## src/rtl/uart_tx_cfg.sv

```systemverilog
// Configurable UART transmitter: DATA_BITS payload sent LSB first, optional even/odd parity,
// one or two stop bits, valid/ready input handshake.
module uart_tx_cfg #(
  parameter int CLKS_PER_BIT = 104,
  parameter int DATA_BITS    = 8,
  parameter int PARITY       = 0,
  parameter int STOP_BITS    = 1
) (
  input  logic                 ip_Clock,
  input  logic                 ip_Rst_n,
  input  logic                 ip_Tx_DV,
  input  logic [DATA_BITS-1:0] ip_Tx_Data,
  output logic                 op_Tx_Ready,
  output logic                 op_Tx_Active,
  output logic                 op_Tx_Serial,
  output logic                 op_Tx_Done
);

  localparam int CNT_W = $clog2(CLKS_PER_BIT);
  localparam logic [CNT_W-1:0] CNT_LAST  = CNT_W'(CLKS_PER_BIT - 1);
  localparam logic [3:0]       DATA_LAST = 4'(DATA_BITS - 1);
  localparam logic [3:0]       STOP_LAST = 4'(STOP_BITS - 1);

  if (CLKS_PER_BIT < 2) begin : g_bad_clks
    $error("uart_tx_cfg: CLKS_PER_BIT must be >= 2");
  end
  if (DATA_BITS < 5 || DATA_BITS > 9) begin : g_bad_data
    $error("uart_tx_cfg: DATA_BITS must be in 5..9");
  end
  if (PARITY < 0 || PARITY > 2) begin : g_bad_parity
    $error("uart_tx_cfg: PARITY must be 0, 1 or 2");
  end
  if (STOP_BITS < 1 || STOP_BITS > 2) begin : g_bad_stop
    $error("uart_tx_cfg: STOP_BITS must be 1 or 2");
  end

  typedef enum logic [2:0] {
    ST_IDLE   = 3'd0,
    ST_START  = 3'd1,
    ST_DATA   = 3'd2,
    ST_PARITY = 3'd3,
    ST_STOP   = 3'd4
  } state_e;

  // Even parity is the XOR of the word; odd parity is its complement.
  function automatic logic calc_parity(input logic [DATA_BITS-1:0] word);
    return (PARITY == 2) ? ~^word : ^word;
  endfunction

  state_e                 state_q;
  logic [CNT_W-1:0]       clk_cnt_q;
  logic [CNT_W-1:0]       clk_cnt_d;
  logic [3:0]             bit_idx_q;
  logic [3:0]             bit_nxt_s;
  logic [DATA_BITS-1:0]   data_q;
  logic [DATA_BITS-1:0]   data_shift_s;
  logic                   parity_q;
  logic                   bit_end_s;
  logic                   ready_q;
  logic                   active_q;
  logic                   serial_q;
  logic                   done_q;

  // Bit-period counter wrap and the next payload bit to drive.
  always_comb begin
    bit_end_s    = (clk_cnt_q == CNT_LAST);
    clk_cnt_d    = bit_end_s ? {CNT_W{1'b0}} : (clk_cnt_q + CNT_W'(1));
    bit_nxt_s    = bit_idx_q + 4'd1;
    data_shift_s = data_q >> bit_nxt_s;
  end

  // Frame sequencer; every output is a register updated here.
  always_ff @(posedge ip_Clock or negedge ip_Rst_n) begin
    if (!ip_Rst_n) begin
      state_q   <= ST_IDLE;
      clk_cnt_q <= '0;
      bit_idx_q <= 4'd0;
      data_q    <= '0;
      parity_q  <= 1'b0;
      ready_q   <= 1'b1;
      active_q  <= 1'b0;
      serial_q  <= 1'b1;
      done_q    <= 1'b0;
    end else begin
      case (state_q)
        ST_IDLE: begin
          done_q    <= 1'b0;
          clk_cnt_q <= '0;
          bit_idx_q <= 4'd0;
          if (ip_Tx_DV && ready_q) begin
            data_q   <= ip_Tx_Data;
            parity_q <= calc_parity(ip_Tx_Data);
            ready_q  <= 1'b0;
            active_q <= 1'b1;
            serial_q <= 1'b0;
            state_q  <= ST_START;
          end else begin
            ready_q  <= 1'b1;
            active_q <= 1'b0;
            serial_q <= 1'b1;
          end
        end
        ST_START: begin
          clk_cnt_q <= clk_cnt_d;
          if (bit_end_s) begin
            bit_idx_q <= 4'd0;
            serial_q  <= data_q[0];
            state_q   <= ST_DATA;
          end
        end
        ST_DATA: begin
          clk_cnt_q <= clk_cnt_d;
          if (bit_end_s) begin
            if (bit_idx_q == DATA_LAST) begin
              bit_idx_q <= 4'd0;
              if (PARITY != 0) begin
                serial_q <= parity_q;
                state_q  <= ST_PARITY;
              end else begin
                serial_q <= 1'b1;
                state_q  <= ST_STOP;
              end
            end else begin
              bit_idx_q <= bit_nxt_s;
              serial_q  <= data_shift_s[0];
            end
          end
        end
        ST_PARITY: begin
          clk_cnt_q <= clk_cnt_d;
          if (bit_end_s) begin
            bit_idx_q <= 4'd0;
            serial_q  <= 1'b1;
            state_q   <= ST_STOP;
          end
        end
        ST_STOP: begin
          clk_cnt_q <= clk_cnt_d;
          if (bit_end_s) begin
            if (bit_idx_q == STOP_LAST) begin
              bit_idx_q <= 4'd0;
              active_q  <= 1'b0;
              done_q    <= 1'b1;
              ready_q   <= 1'b1;
              state_q   <= ST_IDLE;
            end else begin
              bit_idx_q <= bit_nxt_s;
            end
          end
        end
        default: begin
          state_q   <= ST_IDLE;
          clk_cnt_q <= '0;
          bit_idx_q <= 4'd0;
          ready_q   <= 1'b1;
          active_q  <= 1'b0;
          serial_q  <= 1'b1;
          done_q    <= 1'b0;
        end
      endcase
    end
  end

  assign op_Tx_Ready  = ready_q;
  assign op_Tx_Active = active_q;
  assign op_Tx_Serial = serial_q;
  assign op_Tx_Done   = done_q;

endmodule

```

## config.mk

```make
export PLATFORM = sky130hd
export DESIGN_NAME = uart_tx_cfg
export DESIGN_NICKNAME = d
export VERILOG_FILES = /design/src/rtl/uart_tx_cfg.sv
export SDC_FILE = /design/constraint.sdc
export NUM_CORES = 1
export LEC_CHECK = 0
export ABC_CLOCK_PERIOD_IN_PS = 3600
export BUFFER_PORTS_ARGS = -buffer_cell sky130_fd_sc_hd__buf_2
export CORE_MARGIN = 2
export CORE_UTILIZATION = 43
export DETAILED_ROUTE_END_ITERATION = 10
export PLACE_DENSITY_LB_ADDON = 0.25
export RECOVER_POWER = 25
export SLEW_MARGIN = 20
export SYNTH_ARGS = -nofsm -noshare
export SYNTH_HDL_FRONTEND = slang
export SYNTH_SLANG_ARGS = --single-unit
```

## constraint.sdc

```tcl
create_clock -name ip_Clock -period 3.6 [get_ports ip_Clock]
set_input_delay 0.54 -clock ip_Clock [delete_from_list [all_inputs] [get_ports ip_Clock]]
set_output_delay 0.54 -clock ip_Clock [all_outputs]
set_load 0.03 [all_outputs]
```

After elaboration in Yosys (flattened, before gate mapping)
Index checks and enable logic that the tools add are counted.
- register bits: 26
- latch bits: 0
- RAM bits: 0
- memory bits (read-only): 0
- input port bits: 11
- output and inout port bits: 4
- logic and storage cells: 68
- memories kept: 0
- $add $sub $neg: 2
- multiply operators: 0
- divide/modulo/power cells: 0
- order comparisons: 0
- equality and inequality tests: 14
- shift operators: 1
- mux-type cells: 30
- bitwise gates (word level): 2
- reduce and logical (&&, ||, !) cells: 11
- operators with widths (kind ; count):
    $mux 3 ; 7
    $mux 4 ; 5
    $pmux 3 s5 ; 1
    $mux 7 ; 2
    $ne 2x2->1 const B ; 7
    $pmux 4 s3 ; 1
    $mux 1 ; 10
    $shr 8x4->1 ; 1
    $add 7x1->7 const B ; 1
    $eq 7x7->1 const B ; 1
    $reduce_and 7->1 ; 1
    $eq 3x2->1 const B ; 2
    $pmux 1 s3 ; 2
    $reduce_and 3->1 ; 2
    $pmux 1 s5 ; 1
    $add 4x1->4 const B ; 1
    $eq 4x3->1 const B ; 1
    $logic_not 4->1 ; 1
    $reduce_and 4->1 ; 1
    $reduce_or 4->1 ; 1
    $eq 3x1->1 const B ; 1
    $eq 3x3->1 const B ; 1
    $logic_not 3->1 ; 1
    $reduce_or 3->1 ; 1
    6 further kinds ; 7

Logic depth before layout (Yosys ltp)
- depth after elaboration: 5
- gate-level depth with buffers: 6

Worst setup path after synthesis
OpenSTA, ideal clock, no wires.
- path kind: register to register
- start: register bit_idx_q[0]
- end: register bit_idx_q[2]
- arrival time: 1.540 ns
- path slack: 1.934 ns
- stages on the path, launching flop included: 7
- path buffers: 0
- clock period less this slack: 1.666 ns
- cells stage by stage: dfrtp_1 > inv_1 > ha_1 > or3b_1 > nand3b_1 > a21oi_1 > a221o_1
- word-level cells in the longest chain between the ends: 4
- elaborated cells between the ends (all ways): 8
- those cells by class: 1 x add/sub; 1 x eq/ne; 5 x mux; 1 x reduce/logical
- ends and longest elaborated chain (what ; line ; text):
    start: declaration ; 53 ; logic [3:0] bit_idx_q;
    start signal: assignment ; 124 ; bit_idx_q <= bit_nxt_s;
    start signal: assignment ; 147 ; bit_idx_q <= bit_nxt_s;
    $add 4x1->4, or another cell as far along ; 68 ; bit_nxt_s = bit_idx_q + 4'd1;
    $mux 4, on equally long branches ; 140, 114 ;
    $mux 4, on equally long branches ; 139, 113 ;
    $pmux 4 s3 (*) ; 85 ; case (state_q)
Mark *: on every way between the ends. The rest lies on a longest branch, timed or not. The select of a mux whose other input is x is not followed.
A chain may end at the register's enable or synchronous reset.

Worst setup path after layout
Same ends and word-level chain as after synthesis.

==> flow_summary.ini <==
[synth]
synth_ff_type = dfrtp_1
synth_mux_area_frac = 0.0965
ys_top_cells_by_area = dfrtp_1, mux2_2, dfstp_2
synth_common_cells = dfrtp_1, o21ai_0, mux2_2, nor2_1
synthDistinctLibCells = 46
synth_simple_gate_area_share = 0.174
synth_top_family_by_area = simple AND/OR/NAND/NOR gates
synth-compound-area-share = 0.171
synth_xor_area_frac = 0.0313
async_flop_share = 1.00
synth_edf_count = 0
yosysSeqAreaShare = 0.466
syn-cell-area_sq_um = 1400
synthAdderAreaFrac = 0.0268
synth_top_area_cell = dfrtp_1
syn_inst = 132
syn_area_per_cell_sq_um = 10.6
netlist.area_leader.share = 0.429
ys_ff_latch = 26
synth.most_common_cell = dfrtp_1
ys_warn_count = 0
synth_nets = 146

[global_routing]
grt_pass1_wl_um = 4470
grt_max_degree = 27
overflow = 0
grt_pass1_vias = 1005
antenna_found_initial = 0
grt_usage = 0.164

[worst_hold_path]
min_to = data_q[2]
hp-class = input port to flop
hold_depth = 2
min_from = ip_Tx_Data[2]

[route]
dr.pass1.iters = 4
drc_errors = 0
wl_per_cell_um = 13.6
drt_wl_total_um = 2570
num_vias = 1030
ant_nets = 0
first_iter_violations = 62
viasPerCell = 5.45

[critical_path]
crit_required_ns = 3.87
r2r_cells = 6
path_class = flop to flop
r2r-end = bit_idx_q[2]
start_kind = flop
arrival_ns = 2.16
rrSetupSlack_ns = 1.71
critPathCaptureType = flop
r2r-start = bit_idx_q[0]
worst-path-max-fanout = 7

[sta]
slew_viol_final = 0
final.setup.tns_ns = 0
min_period_over_period = 0.526
tightest_slew_ns = 1.38
min_period_ns = 1.89
hold_ws_ns = 0.433
fin_skew_ns = 0.00419
rsz0062_at_grt = false
max_clock_freq_mhz = 528
slew_headroom = 0.0819
setup_viol = 0
hold_viol_final = 0

[cts]
cts_hold_buf = 0
post_cts_buffers = 0
insertion_delay_ns = 0.32
h-tree-depth = 1
clk_pin_slew_ns = 0.15
cts_tree = yes
cts_buffers = 3
cts.sinks = 26
root_buffer = clkbuf_4
cts.path.max_buffers = 2
cts_resized = 0

[place]
hpwl_um = 1910
post-place-cells = 185
portBuffers = 14
place_congestion = 0.762

[die]
die_y_um = 61.1
die-area_sq_um = 3730
core_area_sq_um = 3080
dieWidth_um = 61.1
rows = 20
start_util = 0.455
pin_count = 15

[outcome]
status = complete, no violations

[final_layout]
fin_nets = 160
drive_gt1_frac = 0.248
antenna_cells = 0
area_growth_syn_to_layout_pct = 9.38
final_cells = 189

[flow_run]
max_cap_violations = 0

[power_and_ir_drop]
power_mw = 0.455
powerDensity_nw_per_um2 = 297
ir_worst_vdd_mv = 0.124
p_leak_nw = 0.676
==> critical path, stage by stage, from the launching register on <==
cell and delay [ns]:
dfrtp_1 0.51, inv_1 0.10, ha_1 0.19, or3b_1 0.23
nand3b_1 0.13, a2111oi_0 0.51, a221o_1 0.18
==> cell families (layout without fill, tap and decap cells) <==
| logic type | after synthesis | count (layout) |
|---|---|---|
| buffers and inverters | 10 | 23 |
| flip-flops | 26 | 26 |
| AO/OA/AOI/OAI | 35 | 35 |
| adder cells (fa/ha/maj) | 3 | 3 |
| XOR/XNOR | 5 | 5 |
| multiplexers | 10 | 10 |
| AND/OR/NAND/NOR | 43 | 43 |
==> placed cells by master (no fill, tap or decap), drive strengths merged, types with 4 or more instances in the layout <==
cell type,Yosys,routed
mux2,8,8
nor2,10,10
dfrtp,24,24
clkbuf,2,5
inv,5,5
buf,3,13
a21oi,7,7
o21ai,9,9
nand2,7,7
nand3,5,5
o22ai,4,4
==> cell type report <==
type / instances / area (sq um)
Multi-Input combinational cell: 96 / 699
Inverter: 5 / 18.8
Timing Repair Buffer: 14 / 68.8
Tap cell: 44 / 55.1
Clock buffer: 4 / 36.3
Fill cell: 283 / 1550
Sequential cell: 26 / 653
==> layer usage <==
metal  part of all wire  global-route usage  wire [um]
met2               0.48               0.264       1240
met4              0.010              0.0652         26
met1               0.49               0.217       1250
met5                  0                   0          0
met3              0.021              0.0315         54
==> power by group <==
group	total [mW]	internal, mW	switching (mW)
registers	0.292	0.292	0
clock network	0.152	0.0619	0.0903
logic	0.0102	0.00361	0.00661
==> flip-flops by register name, indices dropped and copies added (netlist names) <==
signal and cells:
op_Tx_Ready 1, op_Tx_Active 1, data_q 8, op_Tx_Serial 1, clk_cnt_q 7, bit_idx_q 4
state_q 3, op_Tx_Done 1
==> per-stage QoR <==
step,setup slack [ns],util,area [sq um]
2_1_floorplan,1.93,-,1400
3_3_place_gp,1.74,0.486,1500
3_5_place_dp,1.78,0.486,1500
4_1_cts,1.71,0.498,1530
5_1_grt,1.60,0.498,1530
6_report,1.71,0.498,1530
==> how the worst max path moves through the flow <==
stage | cells after the start | endpoint | slack, ns | start
after floorplan | 6 | bit_idx_q[2] | 1.93 | bit_idx_q[0]
after global placement | 6 | bit_idx_q[2] | 1.74 | bit_idx_q[0]
after detailed placement | 5 | bit_idx_q[2] | 1.78 | clk_cnt_q[0]
after CTS | 6 | bit_idx_q[2] | 1.71 | bit_idx_q[0]
after global routing | 6 | bit_idx_q[2] | 1.60 | bit_idx_q[0]
final | 6 | bit_idx_q[2] | 1.71 | bit_idx_q[0]
Power figures use the tool's default switching activity.
